==> config.mk <==
export PLATFORM = sky130hd
export DESIGN_NAME = fir_tap_serializer
export DESIGN_NICKNAME = d
export VERILOG_FILES = /design/src/rtl/fir_tap_serializer.sv
export SDC_FILE = /design/constraint.sdc
export NUM_CORES = 2
export LEC_CHECK = 0
export BUFFER_PORTS_ARGS = -buffer_cell sky130_fd_sc_hd__buf_4
export CORE_AREA = 2 2 367 369
export CTS_CLUSTER_DIAMETER = 120
export CTS_CLUSTER_SIZE = 12
export DETAILED_ROUTE_END_ITERATION = 8
export DIE_AREA = 0 0 369 371
export PLACE_DENSITY_LB_ADDON = 0.25
export SLEW_MARGIN = 30
export SYNTH_ARGS = -nofsm -noshare
export SYNTH_HDL_FRONTEND = slang
export SYNTH_SLANG_ARGS = --single-unit
==> constraint.sdc <==
create_clock -name clk_i -period 5.3 [get_ports clk_i]
set_clock_uncertainty 0.05 [all_clocks]
set_input_delay 0.53 -clock clk_i [delete_from_list [all_inputs] [get_ports clk_i]]
set_output_delay 0.53 -clock clk_i [all_outputs]
set_load 0.005 [all_outputs]
==> src/rtl/fir_tap_serializer.sv <==
`timescale 1ns/1ps
`default_nettype none
// ============================================================================
//  Module   : fir_tap_serializer
//  Purpose  : Parallel-to-serial converter for FIR tap vectors. Takes one
//             full tap vector (NB_TAPS words in a single stream beat) and
//             emits it as nb single-word stream beats, forward or reversed.
//  Revision : 1.0 - initial release
// ----------------------------------------------------------------------------
//  Ports
//    clk_i               clock, rising edge
//    rst_ni              asynchronous active-low reset
//    clear_i             synchronous soft clear (drops any held vector)
//    nb_taps_i           words to emit per vector (0 or >NB_TAPS -> NB_TAPS)
//    reverse_i           0: word 0 first, 1: word nb-1 first
//    h_parallel_*        sink stream, data word k at [k*DATA_WIDTH +: DATA_WIDTH]
//    h_serial_*          source stream, one tap word per beat
//    busy_o              a vector is held
//    done_o              pulse on the handshake of the last word of a vector
// ============================================================================
module fir_tap_serializer #(
  parameter int unsigned DATA_WIDTH = 16,
  parameter int unsigned NB_TAPS    = 50,
  parameter int unsigned CNT_WIDTH  = $clog2(NB_TAPS + 1)
) (
  input  logic                              clk_i,
  input  logic                              rst_ni,
  input  logic                              clear_i,
  input  logic [CNT_WIDTH-1:0]              nb_taps_i,
  input  logic                              reverse_i,
  // parallel sink
  input  logic                              h_parallel_valid_i,
  output logic                              h_parallel_ready_o,
  input  logic [DATA_WIDTH*NB_TAPS-1:0]     h_parallel_data_i,
  input  logic [DATA_WIDTH*NB_TAPS/8-1:0]   h_parallel_strb_i,
  // serial source
  output logic                              h_serial_valid_o,
  input  logic                              h_serial_ready_i,
  output logic [DATA_WIDTH-1:0]             h_serial_data_o,
  output logic [DATA_WIDTH/8-1:0]           h_serial_strb_o,
  // status
  output logic                              busy_o,
  output logic                              done_o
);

  localparam int unsigned          STRB_WIDTH = DATA_WIDTH / 8;
  localparam logic [CNT_WIDTH-1:0] NB_MAX     = CNT_WIDTH'(NB_TAPS);
  localparam logic [CNT_WIDTH-1:0] ONE        = CNT_WIDTH'(1);

  typedef enum logic [0:0] {
    IDLE  = 1'b0,
    SHIFT = 1'b1
  } state_e;

  state_e                            state_q, state_d;
  logic [CNT_WIDTH-1:0]              cnt_q, cnt_d;
  logic [CNT_WIDTH-1:0]              nb_q, nb_d;
  logic                              rev_q, rev_d;
  logic [DATA_WIDTH*NB_TAPS-1:0]     vec_q, vec_d;
  logic [STRB_WIDTH*NB_TAPS-1:0]     strb_q, strb_d;

  logic [CNT_WIDTH-1:0]              nb_eff;
  logic [CNT_WIDTH-1:0]              idx;
  logic                              last;
  logic                              serial_hs;
  logic                              accept;

  // Saturate the requested count: 0 and anything above NB_TAPS mean "all".
  always_comb begin
    nb_eff = nb_taps_i;
    if ((nb_taps_i == '0) || (nb_taps_i > NB_MAX)) begin
      nb_eff = NB_MAX;
    end
  end

  // nb_q is never 0 while in SHIFT, so nb_q-1 does not wrap there.
  assign last      = (state_q == SHIFT) && (cnt_q == (nb_q - ONE));
  assign serial_hs = (state_q == SHIFT) && h_serial_ready_i;
  assign idx       = rev_q ? (nb_q - ONE - cnt_q) : cnt_q;

  // Ready also opens on the last serial handshake so vectors can follow
  // each other without an idle bubble.
  assign h_parallel_ready_o = !clear_i &&
                              ((state_q == IDLE) || (last && h_serial_ready_i));
  assign accept             = h_parallel_valid_i && h_parallel_ready_o;

  assign h_serial_valid_o = (state_q == SHIFT);
  assign busy_o           = (state_q == SHIFT);
  assign done_o           = serial_hs && last && !clear_i;

  // Word/strobe select purely from registered state: outputs stay stable
  // while the consumer stalls.
  always_comb begin
    h_serial_data_o = '0;
    h_serial_strb_o = '0;
    if (state_q == SHIFT) begin
      for (int k = 0; k < NB_TAPS; k++) begin
        if (idx == CNT_WIDTH'(k)) begin
          h_serial_data_o = vec_q[k*DATA_WIDTH +: DATA_WIDTH];
          h_serial_strb_o = strb_q[k*STRB_WIDTH +: STRB_WIDTH];
        end
      end
    end
  end

  // Next-state logic; clear overrides any handshake in the same cycle.
  always_comb begin
    state_d = state_q;
    cnt_d   = cnt_q;
    nb_d    = nb_q;
    rev_d   = rev_q;
    vec_d   = vec_q;
    strb_d  = strb_q;

    if (clear_i) begin
      state_d = IDLE;
      cnt_d   = '0;
      vec_d   = '0;
      strb_d  = '0;
    end else begin
      if (serial_hs) begin
        if (!last) begin
          cnt_d = cnt_q + ONE;
        end else begin
          state_d = IDLE;
        end
      end
      // An accept on the last beat overrides the return to IDLE above.
      if (accept) begin
        state_d = SHIFT;
        cnt_d   = '0;
        nb_d    = nb_eff;
        rev_d   = reverse_i;
        vec_d   = h_parallel_data_i;
        strb_d  = h_parallel_strb_i;
      end
    end
  end

  always_ff @(posedge clk_i or negedge rst_ni) begin
    if (!rst_ni) begin
      state_q <= IDLE;
      cnt_q   <= '0;
      nb_q    <= '0;
      rev_q   <= 1'b0;
      vec_q   <= '0;
      strb_q  <= '0;
    end else begin
      state_q <= state_d;
      cnt_q   <= cnt_d;
      nb_q    <= nb_d;
      rev_q   <= rev_d;
      vec_q   <= vec_d;
      strb_q  <= strb_d;
    end
  end

endmodule
`default_nettype wire

==> results.md <==
- Peak VDD IR: 0.000238 V
- Routed Wire Length: approximately 270000 µm
- Worst path bufs/invs: 8
- Most common cell in the netlist: nand2_1
- Register area share after synthesis: 49.7%
- HP Class: primary input to flop
- H-tree depth: 3
- Syn Area/Cell: a little under 9 µm²
- Synth Register Bits: 914
- Met3 wire length: 24400 µm
- Crit path kind: flop to output port
- Final core utilization: 53.3%
- Area Growth Syn to Fin: 53.9%
- Yosys top cell by area: dfrtp_1
- Final worst slack: -809 ps
- Critical Path AT: 5530 ps
- TritonCTS Sinks: 914
- Slew Viols, Final: 0
- Most used cell, CP: buf_4
- Mux contribution to synthesized area: less than 1%
- RSZ-0062 raised after global routing: true
- Mapped Nets: 6175
- CP Cell Sequence: or4_4 -> nand2_4 -> ha_4 -> buf_6 -> buf_4 -> o311a_4 -> a31oi_2 -> buf_4 -> o31a_1 -> nor2_4 -> buf_12 -> buf_4 -> o311a_4 -> buf_4 -> nand2_1 -> o31ai_4 -> o41ai_4 -> buf_4 -> o211ai_1 -> buf_4
- Final-layout fill cell count: ~12000
- Final setup viols: 18
- Inst Count DP: 8115
- Pin count of the biggest net entering global routing: 217
- TritonCTS Buffers: 87
- Die height: 371 µm
- Min cycle time layout: 6110 ps
- Top-Level Pins: 934
- Initial Utilization: 34.6%
- Synth Area in Compound Gates: 13.0%
- Mapped Cells: 5255
- Antenna Nets Post-Route: 0
- Yosys top cell area share: a little under 50%
- Worst-Margin Slew: roughly 1200 ps
- Synth top area cells: dfrtp_1 50%, nand2_1 16%, nand3b_1 14%
- Clock root buffer master: clkbuf_16
- Tcrit/Tclk final: 115%
- Outcome: finished with violations
- Synth Flop Type: dfrtp_1
- TritonRoute pass-1 iters: 8
- CTS max path bufs: 3
- Antenna violations before repair: 47
- Crit-path leading delay family: compound AO/OA/AOI/OAI gates
- Layout cells sized above 1: 27.5%
- Distinct cells, synth: 89
- Yosys synthesis warning count: 0
- Vias in the first global route: slightly above 50000
- DR iter-0 viols: 7059
- Largest family of logic cells by synthesized area: simple AND/OR/NAND/NOR gates
- Post-synth EDFFs: 0
- DRC violations left: 0
- Via density: 5.77
- Max_cap viols: 0
- RePlAce Congestion: 1.04
- CP max stage cell: or4_4
- Failing checks: setup timing
- Total number of vias: 51600
- Synthesized cell area: 46000 µm²
- Critical Path RT: 4720 ps
- Setup crit end kind: output port
- Clock Pin Slew Worst Setup and Hold Paths: 70 ps
- Metal-1 WL: 110000 µm
- Top Layer Used: met5
- Post-Synth XOR/XNOR Area: 0.190%
- Worst path max stage delay: 570 ps
- Peak Freq: 164 MHz
- GR Overflow Total: 0
- Total power: 20900 µW
- I/O Buffers: between 900 and 1000
- Final #Nets: 8073
- Power Density: 296 nW/µm²
- Die span in x: 369 µm
- Clock Latency Late Sink: ~700 ps
- Post-DP HPWL: roughly 200000 µm
- CTS tree: built
- Core area: 133000 µm²
- Leakage: 0.0344 µW
- Crit start category: flop
- Hold Vio Cnt, Final: 0
- Slew margin rel.: 22.4%
- Gr usage total: a little under two fifths
- Worst hold margin: 14.7 ps
- Share of async-settable or async-resettable flops after synthesis: 100%
- Num rows: 134
- Simple-gate area share of the yosys netlist: between 30% and 40%
- Post-synth top cells: 1905 x nand2_1, 914 x dfrtp_1, 862 x nand3b_1, 373 x clkbuf_1, 155 x a21oi_1
- Metal2 WL: about 120000 µm
- Post-synthesis adder-cell area fraction: 0.234%
- Crit path max fanout: 3
- Die area: between 100000 and 150000 µm²
- DR WL/cell: 30.2 µm
- First-pass GRT wire length: 376000 µm
- Final std cells w/o fill: 8956
sequential cells by signal (all words and copies together), names as in the netlist:
register / flops
busy_o: 1
cnt_q: 6
nb_q: 6
rev_q: 1
strb_q: 100
vec_q: 800
worst min-delay path, delay by kind of cell:
kind | cells | cell delay [ps]
and+or+nand+nor | 2 | 150
buffers and inverters | 1 | 80
repair_timing:
action | 4_1_cts | 5_1_grt
cloned | 2 | 1
hold endpoints to repair | 712 | 0
pin swaps | 103 | 64
hold buffers | 638 | 0
setup endpoints to repair | 18 | 18
gates resized for setup | 286 | 99
setup buffers | 70 | 15
power by group:
part | total [µW] | switching [µW] | internal [µW]
clock network | 5900 | 2910 | 2980
registers | 7950 | 502 | 7440
logic | 7080 | 3960 | 3120
total | 20900 | 7370 | 13600
final cells by class:
| class | instances | area (µm²) | area share (%) |
|---|---|---|---|
| clock buffer | 89 | 2220 | 3.13 |
| sequential | 914 | 22900 | 32.3 |
| timing repair buffer | 2236 | 19800 | 27.9 |
| clock inverter | 9 | 150 | 0.212 |
| multi-input combinational | 3882 | 23400 | 33.0 |
| inverter | 32 | 120 | 0.170 |
| tap | 1768 | 2210 | 3.13 |
| antenna | 26 | 65.1 | 0.0919 |
layer usage:
metal / global-route usage [%] / vias to the layer above
met1: 50.8 / 25900
met5: 0 / -
met2: 58.2 / 2993
met3: 8.40 / 700
li1: - / 22100
met4: 20.4 / 32
kinds of logic (layout without fill, tap and decap cells):
group           Yosys count  after routing
xor+xnor                 10             10
flops                   914            914
mux                       4              4
fa+ha+maj                 8              8
simple gates           3046           3046
buf+inv                 459           2366
compound gates          814            814
other cells               0             26
path summary, 6_finish.rpt:
path                                              from                  to  slack [ps]  depth (start not counted)
worst max-delay path                           nb_q[2]  h_serial_data_o[5]        -810                         20
worst min-delay path            h_parallel_data_i[486]          vec_q[486]          10                          3
worst max register to register                 nb_q[2]          vec_q[799]        1150                         12
worst min register to register              strb_q[67]          strb_q[67]         450                          2
max in group asynchronous                       rst_ni          vec_q[389]        3210                          3
min in group asynchronous                       rst_ni            vec_q[1]         420                          2
placed cells by master, fill, tap and decap left out, types with 70 or more instances in the layout:
| master | instances |
|---|---|
| buf_4 | 1436 |
| nand3b_1 | 862 |
| buf_6 | 74 |
| nand2_1 | 1895 |
| a21oi_1 | 126 |
| a22oi_1 | 92 |
| dlygate4sd3_1 | 638 |
| nor2_1 | 70 |
| clkbuf_16 | 89 |
| dfrtp_1 | 914 |
| o21ai_0 | 79 |
| buf_12 | 80 |
through the flow:
stage                     worst slack [ps]  area (µm²)  setup TNS, ps
after CTS                             -758       70000          -9870
after floorplan                        459       46000              0
final                                 -809       70800          -9920
after global routing                  -910       70800         -12220
after global placement                -869       59300          -4610
after detailed placement              -908       59300          -4500
No activity file was read; power rests on OpenSTA's default activity.
